`config.mk`:
```
export PLATFORM = sky130hd
export DESIGN_NAME = spi_16b
export DESIGN_NICKNAME = d
export VERILOG_FILES = /design/src/rtl/spi_16b.sv
export SDC_FILE = /design/constraint.sdc
export NUM_CORES = 1
export LEC_CHECK = 0
export BUFFER_PORTS_ARGS = -buffer_cell sky130_fd_sc_hd__buf_2
export CORE_ASPECT_RATIO = 1.25
export CORE_UTILIZATION = 45
export DETAILED_ROUTE_END_ITERATION = 8
export PLACE_DENSITY = 0.74
export REMOVE_ABC_BUFFERS = 1
export SYNTH_ARGS = -nofsm -noshare
export SYNTH_HDL_FRONTEND = slang
export SYNTH_SLANG_ARGS = --single-unit
```
`constraint.sdc`:
```
create_clock -name clk -period 3.1 [get_ports clk]
set_clock_uncertainty 0.2 [all_clocks]
set_input_delay 0.155 -clock clk [delete_from_list [all_inputs] [get_ports clk]]
set_output_delay 0.155 -clock clk [all_outputs]
set_load 0.02 [all_outputs]
```
`src/rtl/spi_16b.sv`:
```
// ============================================================================
// Module      : spi_16b
// Description : Write-only SPI master (mode 0, active-low CS), 16-bit MSB-first.
// Revision    : 1.0 - initial release
// ============================================================================
`default_nettype none

module spi_16b #(
    parameter int CLK_DIV = 4
) (
    input  logic        clk,
    input  logic        rst_n,
    input  logic        spi_en,
    input  logic [15:0] spi_data_out,
    output logic        spi_done,
    output logic        SPI_SCK,
    output logic        SPI_CS,
    output logic        SPI_MOSI
);

    // Divider width guarded so CLK_DIV=1 still yields a legal one-bit counter.
    localparam int DIV_W = (CLK_DIV > 1) ? $clog2(CLK_DIV) : 1;
    localparam logic [DIV_W-1:0] c_DIV_MAX = DIV_W'(CLK_DIV - 1);

    localparam logic [1:0] c_IDLE  = 2'd0;
    localparam logic [1:0] c_SHIFT = 2'd1;
    localparam logic [1:0] c_DONE  = 2'd2;

    logic [1:0]       r_state;
    logic [15:0]      r_shift;
    logic [3:0]       r_bit_cnt;
    logic [DIV_W-1:0] r_div;
    logic             r_sck;
    logic             r_cs;
    logic             r_mosi;
    logic             r_done;
    logic             w_phase_end;

    assign w_phase_end = (r_div == c_DIV_MAX);

    always_ff @(posedge clk) begin
        if (!rst_n) begin
            r_state   <= c_IDLE;
            r_shift   <= 16'd0;
            r_bit_cnt <= 4'd0;
            r_div     <= '0;
            r_sck     <= 1'b0;
            r_cs      <= 1'b1;
            r_mosi    <= 1'b0;
            r_done    <= 1'b0;
        end else begin
            case (r_state)
                c_IDLE: begin
                    if (spi_en) begin
                        r_shift   <= spi_data_out;
                        r_mosi    <= spi_data_out[15];
                        r_cs      <= 1'b0;
                        r_bit_cnt <= 4'd0;
                        r_div     <= '0;
                        r_state   <= c_SHIFT;
                    end
                end

                c_SHIFT: begin
                    if (w_phase_end) begin
                        r_div <= '0;
                        if (!r_sck) begin
                            r_sck <= 1'b1;
                        end else begin
                            // Falling edge: advance to the next bit or close the frame.
                            r_sck <= 1'b0;
                            if (r_bit_cnt == 4'd15) begin
                                r_cs    <= 1'b1;
                                r_mosi  <= 1'b0;
                                r_done  <= 1'b1;
                                r_state <= c_DONE;
                            end else begin
                                r_bit_cnt <= r_bit_cnt + 4'd1;
                                r_mosi    <= r_shift[14];
                                r_shift   <= {r_shift[14:0], 1'b0};
                            end
                        end
                    end else begin
                        r_div <= r_div + 1'b1;
                    end
                end

                c_DONE: begin
                    if (!spi_en) begin
                        r_done  <= 1'b0;
                        r_state <= c_IDLE;
                    end
                end

                default: begin
                    r_state <= c_IDLE;
                end
            endcase
        end
    end

    assign spi_done = r_done;
    assign SPI_SCK  = r_sck;
    assign SPI_CS   = r_cs;
    assign SPI_MOSI = r_mosi;

endmodule

`default_nettype wire

```
# Yosys cells after proc, flatten, opt, wreduce, memory -nomap -nowiden

Index checks and enable logic that the tools add are counted.

$add $sub $neg: 2
Equal/unequal tests: 10
Reductions and logical operators: 10
Muxes and demuxes: 32

Operators by type and width:

| operator                                                               | number |
|---|---|
| 15-bit two-way mux                                                     | 4 |
| 15-bit case mux with 2 select lines                                    | 1 |
| 5-bit AND reduction                                                    | 4 |
| 4-bit two-way mux                                                      | 4 |
| 2-bit two-way mux                                                      | 7 |
| 2-bit != test (second input constant)                                  | 6 |
| 1-bit two-way mux                                                      | 10 |
| 4-bit case mux with 2 select lines                                     | 1 |
| 1-bit case mux with 2 select lines                                     | 3 |
| 2-bit case mux with 3 select lines                                     | 1 |
| 4-bit by 1-bit adder with 4-bit output (second input constant)         | 1 |
| 2-bit equality test (second input constant)                            | 2 |
| 4-bit equality test (second input constant)                            | 1 |
| 2-bit case mux with 2 select lines                                     | 1 |
| 2-bit AND reduction                                                    | 2 |
| 4-bit AND reduction                                                    | 1 |
| 2-bit nonzero test                                                     | 2 |
| 2-bit by 1-bit adder with 2-bit output (second input constant)         | 1 |
| 2-bit by 1-bit equality test with 1-bit output (second input constant) | 1 |
| 2-bit zero test                                                        | 1 |

Bits in registers: 27
Logic and storage cells: 62
Output and inout port bits: 4

# Longest topological paths before layout

Gate-level depths: netlist of the first run.

Depth after elaboration: 5
Gate-level depth with buffers: 6
Mapped depth without buffers: 5

# Worst setup path before layout of the first run

No wires, ideal clock.

Path kind: reg-to-reg
Start: register r_div[0]
End: register r_shift[8]
Setup time: 0.088 ns
Arrival: 1.316 ns
Period minus slack after synthesis: 1.604 ns
Cell stages (with the launch flop): 7
Setup slack: 1.496 ns
Data required time: 2.812 ns
Cells stage by stage: dfxtp_1 ha_1 nand4b_1 a2bb2oi_4 buf_6 nor2_1 a311oi_2

Cells in the longest elaborated chain, start to end: 3

RTL lines:

| element                              | line | RTL |
|---|---|---|
| start: declaration                   | 32   | `logic [DIV_W-1:0] r_div;` |
| start signal: assignment             | 84   | `r_div <= r_div + 1'b1;` |
| 2-bit equality test                  | 39   | `assign w_phase_end = (r_div == c_DIV_MAX);` |
| 2-bit != test (no source line)       | n/a  |  |
| 5-bit AND reduction (no source line) | n/a  |  |
| end signal: assignment               | 55   | `r_shift <= spi_data_out;` |
| end signal: assignment               | 80   | `r_shift <= {r_shift[14:0], 1'b0};` |
| end: declaration                     | 30   | `logic [15:0] r_shift;` |

No other way between the ends.
A chain may end at the register's enable or synchronous reset.

# Worst setup path in the final report of the first run

Ends and elaborated chain as after synthesis.

==> impl_metrics.sql, run 1 <==
INSERT INTO impl_metrics (metric_group, metric, value, unit) VALUES
('synthesis', 'synth_top_area_cell', 'sky130_fd_sc_hd__dfxtp_1', ''),
('synthesis', 'yosys_register_bits', '27', ''),
('floorplanning', 'start_util', '0.485', ''),
('cells_and_area', 'fillerInstances', '225', ''),
('timing', 'hold_slack', '0.283', 'ns'),
('cells_and_area', 'drive_above_1_share', '0.181', ''),
('detailed_routing', 'route.antenna.remaining_nets', '0', ''),
('synthesis', 'synth.yosys.warnings', '0', ''),
('clock_tree', 'maximum_root_to_sink_buffer_count', '2', ''),
('detailed_routing', 'dr.pass1.iters', '4', ''),
('floorplanning', 'ioPinCount', '23', ''),
('status', 'run_status', 'finished, final reports clean', ''),
('grt', 'first_pass_grt_wire_length', '4240', 'um'),
('synthesis', 'synth.top_cells.by_count', 'sky130_fd_sc_hd__nand2_1, sky130_fd_sc_hd__dfxtp_1, sky130_fd_sc_hd__nor2_1', ''),
('cells_and_area', 'diodes', '0', ''),
('cells_and_area', 'area_of_the_multi_input_gates', '608', 'um2'),
('synthesis', 'yosys.cell_count.top_type', 'sky130_fd_sc_hd__nand2_1', ''),
('synthesis', 'synth_area_per_cell', '8.31', 'um2'),
('synthesis', 'synthesis.area', '1210', 'um2'),
('power_and_ir_drop', 'power.ir.vdd_worst', '0.000245', 'V'),
('clock_tree', 'htree_levels', '1', ''),
('cells_and_area', 'register_area', '541', 'um2'),
('setup_path', 'setup.worst_path.start_class', 'register', ''),
('setup_path', 'buffers_inverters_on_critical_path', '0', ''),
('clock_tree', 'cts_post_setup_buffers_inserted', '0', ''),
('synthesis', 'yosys_most_used_dff', 'sky130_fd_sc_hd__dfxtp_1', ''),
('place', 'placement.setup.worst_slack', '0.977', 'ns'),
('setup_path', 'worst_path_max_delay_cell', 'sky130_fd_sc_hd__a2bb2oi_4', ''),
('synthesis', 'synth_edf_count', '0', ''),
('setup_path', 'worstSetupEndpointType', 'register', ''),
('detailed_routing', 'avgViaCountPerCell', '5.25', ''),
('detailed_routing', 'dr.first_iter.drc_count', '29', ''),
('floorplanning', 'die_w', '48.5', 'um'),
('timing', 'max_slew.worst_pin.slew', '0.740', 'ns'),
('power_and_ir_drop', 'leakagePower', '0.600', 'nW'),
('cells_and_area', 'layout_overhead_on_the_synthesized_area', '26.0', '%'),
('timing', 'grt_setup_unrepaired', 'no', ''),
('grt', 'grt_overflow', '0', ''),
('floorplanning', 'floorplan.die_area', '2910', 'um2'),
('synthesis', 'asyncSetResetFlopFracSynth', '0', ''),
('timing', 'total_count_of_hold_check_failures_in_the_final_report', '0', ''),
('timing', 'final_max_slew_viol_count', '0', ''),
('floorplanning', 'fp.coreArea', '2500', 'um2'),
('place', 'half_perimeter_wire_length_of_the_detailed_placement_result', '1570', 'um'),
('clock_tree', 'cts_bufs_inserted', '3', ''),
('timing', 'min_period', '2.14', 'ns'),
('synthesis', 'yosys.cell_types.count', '31', ''),
('grt', 'grt_antenna_before_repair', '0', ''),
('synthesis', 'post_synth_inst_count', '146', ''),
('floorplanning', 'floorplan_die_height', '60.1', 'um'),
('clock_tree', 'tritoncts_clock_tree', 'built', ''),
('clock_tree', 'clock_latency', '0.33', 'ns'),
('timing', 'max_freq', '468', 'MHz'),
('synthesis', 'synth.top_cell.area_share', '0.445', ''),
('setup_path', 'slowest_delay', '0.65', 'ns'),
('place', 'gp_routability_congestion', '0.798', ''),
('detailed_routing', 'routedWlPerCell', '11.5', 'um'),
('clock_tree', 'clock-root-buffer', 'sky130_fd_sc_hd__clkbuf_4', ''),
('detailed_routing', 'via_count', '1128', ''),
('floorplanning', 'rows', '20', ''),
('setup_path', 'path_delay_family', 'compound AO/OA/AOI/OAI gates', ''),
('place', 'placement.io_buffers', '22', ''),
('detailed_routing', 'drc', '0', ''),
('setup_path', 'worst-endpoint-required', '3.14', 'ns'),
('timing', 'rel_slew_slack', '0.506', ''),
('grt', 'grt_use_total', '0.188', ''),
('setup_path', 'worst-setup-path-type', 'reg -> reg', ''),
('synthesis', 'synth.yosys.seq_area_share', '0.445', ''),
('job', 'max_cap_viol_count', '0', ''),
('power_and_ir_drop', 'power_density', '419', 'nW/um2'),
('clock_tree', 'clk_pin_slew', '0.16', 'ns');
==> worst paths after layout <==
path | start | to | slack, ns | depth (start not counted)
setup / recovery | r_div[0] | r_shift[8] | 0.96 | 5
setup reg to reg | r_div[0] | r_shift[8] | 0.96 | 5
hold / removal | SPI_CS | SPI_CS | 0.28 | 2
hold reg to reg | SPI_CS | SPI_CS | 0.28 | 2
==> layer usage <==
layer / GRT usage / part of all wire
met1: 0.201 / 0.43
met2: 0.366 / 0.53
met3: 0.0280 / 0.034
met4: 0.0882 / 0.0048
met5: 0 / 0
==> power breakdown <==
part	internal, mW	switching [mW]	leakage [nW]	total, mW
combinational	0.0504	0.0551	0.365	0.106
sequential	0.367	0.0112	0.222	0.379
clock	0.0493	0.107	0.0139	0.156
total	0.467	0.173	0.600	0.640
==> worst min-delay path: stages, from the launching register on <==
cell,delay (ns)
sky130_fd_sc_hd__dfxtp_1,0.34
sky130_fd_sc_hd__nand2_1,0.05
sky130_fd_sc_hd__nand3_1,0.06
==> sequential cells by signal, summed over array words and instances, names as in the netlist <==
| name | count |
|---|---|
| r_div | 2 |
| r_shift | 15 |
| r_bit_cnt | 4 |
| SPI_MOSI | 1 |
| spi_done | 1 |
| SPI_SCK | 1 |
| r_state | 2 |
| SPI_CS | 1 |
==> kinds of logic (layout without fill, tap and decap cells) <==
kind of cell | count (synthesis) | count (layout) | share of synthesized area
compound gates | 29 | 29 | 0.204
xor+xnor | 1 | 1 | 0.00722
fa+ha+maj | 2 | 2 | 0.0206
buf+inv | 12 | 48 | 0.0536
flops | 27 | 27 | 0.445
mux | 1 | 1 | 0.00928
simple gates | 74 | 74 | 0.260
==> layout make-up <==
type                            count  share of cell area
Inverter                            3             0.00736
Timing Repair Buffer               41               0.195
Multi-Input combinational cell    107               0.398
Clock inverter                      1             0.00491
Tap cell                           33              0.0270
Sequential cell                    27               0.354
Clock buffer                        3              0.0147
==> per-stage QoR <==
stage | instance area (um2) | instances | util | power, mW
floorplan | 1160 | 137 | - | 0.443
global placement | 1320 | 193 | 0.527 | 0.470
detailed placement | 1320 | 193 | 0.527 | 0.474
CTS | 1530 | 215 | 0.611 | 0.647
global route | 1530 | 215 | 0.611 | 0.673
finish | 1530 | 215 | 0.611 | 0.640
==> layout by cell type (no fill, tap or decap), types with 2 or more instances in the layout <==
cell type and instances:
sky130_fd_sc_hd__nand2_1 39, sky130_fd_sc_hd__clkbuf_4 3, sky130_fd_sc_hd__buf_2 22, sky130_fd_sc_hd__o21ai_0 4, sky130_fd_sc_hd__nor2_1 19, sky130_fd_sc_hd__dlygate4sd3_1 18
sky130_fd_sc_hd__dfxtp_1 27, sky130_fd_sc_hd__nand3_1 5, sky130_fd_sc_hd__nor3_1 3, sky130_fd_sc_hd__ha_1 2, sky130_fd_sc_hd__a211oi_1 2, sky130_fd_sc_hd__inv_1 3
sky130_fd_sc_hd__a311oi_2 2, sky130_fd_sc_hd__a311oi_1 12, sky130_fd_sc_hd__a21oi_1 3, sky130_fd_sc_hd__nand2b_1 2
==> repair_timing <==
| action | 4_1_cts | 5_1_grt |
|---|---|---|
| hold buffers | 18 | 0 |
| gates resized for setup | 0 | 0 |
| endpoints found under the hold margin | 20 | 0 |
(Power assumes the default switching activity.)
==> inputs of run 2 (changes only) <==
--- a/config.mk
+++ b/config.mk
@@ -9,7 +9,7 @@
 export CORE_ASPECT_RATIO = 1.25
 export CORE_UTILIZATION = 45
 export DETAILED_ROUTE_END_ITERATION = 8
-export PLACE_DENSITY = 0.74
+export PLACE_DENSITY = 0.77
 export REMOVE_ABC_BUFFERS = 1
 export SYNTH_ARGS = -nofsm -noshare
 export SYNTH_HDL_FRONTEND = slang
==> constraint.sdc (replaced) <==
create_clock -name clk -period 1.9 [get_ports clk]
set_clock_uncertainty 0.2 [all_clocks]
set_input_delay 0.095 -clock clk [delete_from_list [all_inputs] [get_ports clk]]
set_output_delay 0.095 -clock clk [all_outputs]
set_load 0.02 [all_outputs]
==> run 2 against run 1 <==
Effect of this change: die area unchanged; wire length is 7.3% higher; setup slack lost 0.85 ns; sequential power increased by 63%; design area up 4.4%; fmax grew 20%.
==> impl_metrics.sql, run 2 (synthesis gave the netlist of run 1 again) <==
INSERT INTO impl_metrics (metric_group, metric, value, unit) VALUES
('status', 'run_status', 'finished, final reports clean', ''),
('clock_tree', 'clock_latency', '0.33', 'ns'),
('cells_and_area', 'drive_above_1_share', '0.207', ''),
('detailed_routing', 'totalWireLength', '2660', 'um'),
('power_and_ir_drop', 'finalPower', '1.06', 'mW'),
('grt', 'grt_pass1_vias', '1203', ''),
('power_and_ir_drop', 'power.ir.vdd_worst', '0.000364', 'V'),
('grt', 'grt_use_total', '0.211', ''),
('detailed_routing', 'drc', '0', ''),
('timing', 'min_period', '1.79', 'ns'),
('cells_and_area', 'layout.cells.most_common', 'sky130_fd_sc_hd__nand2_1', ''),
('setup_path', 'worstSetupEndpointType', 'register', ''),
('floorplanning', 'floorplan.die_area', '2910', 'um2'),
('timing', 'total_count_of_hold_check_failures_in_the_final_report', '0', ''),
('floorplanning', 'start_util', '0.485', ''),
('clock_tree', 'tritoncts_clock_tree', 'built', ''),
('min_path', 'min-delay-path-class', 'reg -> reg', ''),
('power_and_ir_drop', 'net-switching-power', '0.281', 'mW'),
('setup_path', 'worst-endpoint-required', '1.95', 'ns'),
('grt', 'first_pass_grt_wire_length', '4740', 'um'),
('detailed_routing', 'dr.first_iter.drc_count', '31', ''),
('timing', 'fin_crit_sh', '0.941', ''),
('cells_and_area', 'layout_overhead_on_the_synthesized_area', '31.5', '%'),
('clock_tree', 'clock-root-buffer', 'sky130_fd_sc_hd__clkbuf_4', ''),
('power_and_ir_drop', 'p_int', '0.774', 'mW'),
('floorplanning', 'die_w', '48.5', 'um'),
('power_and_ir_drop', 'power_density', '661', 'nW/um2'),
('clock_tree', 'count_of_instances_resized_after_the_clock_tree_is_built', '0', ''),
('timing', 'max_freq', '559', 'MHz'),
('setup_path', 'crit_path_max_fanout', '7', ''),
('power_and_ir_drop', 'power.share.sequential', '0.585', ''),
('floorplanning', 'rows', '20', ''),
('power_and_ir_drop', 'clock_power_share', '0.235', ''),
('cells_and_area', 'max_flop_register', 'r_shift', ''),
('setup_path', 'worst-setup-path-type', 'reg -> reg', ''),
('grt', 'grt_antenna_before_repair', '0', ''),
('power_and_ir_drop', 'share_comb_of_total_power', '0.180', ''),
('detailed_routing', 'routedWlPerCell', '12.0', 'um'),
('clock_tree', 'cts_bufs_inserted', '3', ''),
('timing', 'max_slew.worst_pin.slew', '0.271', 'ns'),
('floorplanning', 'floorplan_die_height', '60.1', 'um'),
('cells_and_area', 'largest_register_ffs', '15', ''),
('place', 'placement.io_buffers', '22', ''),
('cells_and_area', 'nets', '210', ''),
('floorplanning', 'fp.coreArea', '2500', 'um2'),
('cells_and_area', 'diodes', '0', ''),
('power_and_ir_drop', 'swShare', '0.266', ''),
('setup_path', 'setup.worst_path.start_class', 'register', ''),
('cells_and_area', 'layout_common_cells', 'sky130_fd_sc_hd__nand2_1, sky130_fd_sc_hd__dfxtp_1, sky130_fd_sc_hd__buf_2', ''),
('timing', 'setup_total_negative_slack', '0', 'ns'),
('detailed_routing', 'via_count', '1163', ''),
('clock_tree', 'maximum_root_to_sink_buffer_count', '2', ''),
('clock_tree', 'cts_num_sinks', '27', ''),
('detailed_routing', 'avgViaCountPerCell', '5.26', ''),
('grt', 'grt_overflow', '0', ''),
('detailed_routing', 'dr.pass1.iters', '4', ''),
('timing', 'timing.final.ws_setup', '0.111', 'ns'),
('grt', 'pin_count_of_the_biggest_net_entering_global_routing', '32', ''),
('detailed_routing', 'route.antenna.remaining_nets', '0', ''),
('setup_path', 'worstPathArrival', '1.84', 'ns'),
('floorplanning', 'ioPinCount', '23', ''),
('timing', 'setup_viol_count_final', '0', ''),
('power_and_ir_drop', 'leakagePower', '0.641', 'nW'),
('place', 'half_perimeter_wire_length_of_the_detailed_placement_result', '1750', 'um'),
('timing', 'rel_slew_slack', '0.818', ''),
('clock_tree', 'htree_levels', '1', ''),
('timing', 'final_max_slew_viol_count', '0', ''),
('job', 'max_cap_viol_count', '0', ''),
('place', 'placement.setup.worst_slack', '0.0883', 'ns'),
('place', 'gp_routability_congestion', '0.771', ''),
('cells_and_area', 'top_regs', 'r_shift x15, r_bit_cnt x4', ''),
('clock_tree', 'clk_pin_slew', '0.15', 'ns');
run 2: final timing paths:
check | startpoint | end | slack (ns) | depth (start not counted)
max | r_div[0] | r_bit_cnt[3] | 0.11 | 6
min | SPI_CS | SPI_CS | 0.28 | 2
max reg2reg | r_div[0] | r_bit_cnt[3] | 0.11 | 6
min reg2reg | SPI_CS | SPI_CS | 0.28 | 2
run 2: repair_timing:
action                     in CTS  in global routing
hold buffers                   18                  0
setup endpoints to repair       0                 10
hold endpoints to repair       23                  0
buffers inserted                0                  1
run 2: per-stage QoR:
stage                     std cells  utilization  hold WS [ns]  area (um2)
after floorplan                 137            -       -0.0332        1160
after global placement          198        0.552         0.135        1380
after detailed placement        198        0.552         0.144        1380
after CTS                       220        0.635         0.281        1590
after global routing            221        0.638         0.309        1600
final                           221        0.638         0.276        1600
run 2: critical path: stages (launching register included):
cell and delay (ns):
sky130_fd_sc_hd__dfxtp_1 0.38, sky130_fd_sc_hd__ha_1 0.23, sky130_fd_sc_hd__nand4b_1 0.19, sky130_fd_sc_hd__buf_4 0.19, sky130_fd_sc_hd__nand2_1 0.19, sky130_fd_sc_hd__nand2_1 0.09, sky130_fd_sc_hd__a221oi_1 0.24
run 2: routing by layer:
metal / GRT usage / vias up / wire length [um] / part of all wire
li1: - / 593 / - / -
met1: 0.197 / 536 / 1150 / 0.43
met2: 0.431 / 26 / 1370 / 0.52
met3: 0.0356 / 8 / 62 / 0.023
met4: 0.126 / 0 / 68 / 0.026
met5: 0 / - / 0 / 0
run 2: layout make-up:
class                   instances  area [um2]
inverters                       3        11.3
repair buffers                 47         368
fillers                       224         906
clock inverters                 1        5.00
clock buffers                   3        22.5
well taps                      33        41.3
flip-flops and latches         27         541
multi-input cells             107         608
run 2: power groups by stage:
stage	Sequential, mW	Clock (mW)	Combinational (mW)
after floorplan	0.630	0	0.0929
after global placement	0.628	0	0.155
after detailed placement	0.630	0	0.162
after CTS	0.617	0.254	0.191
after global routing	0.622	0.274	0.210
final	0.617	0.248	0.190
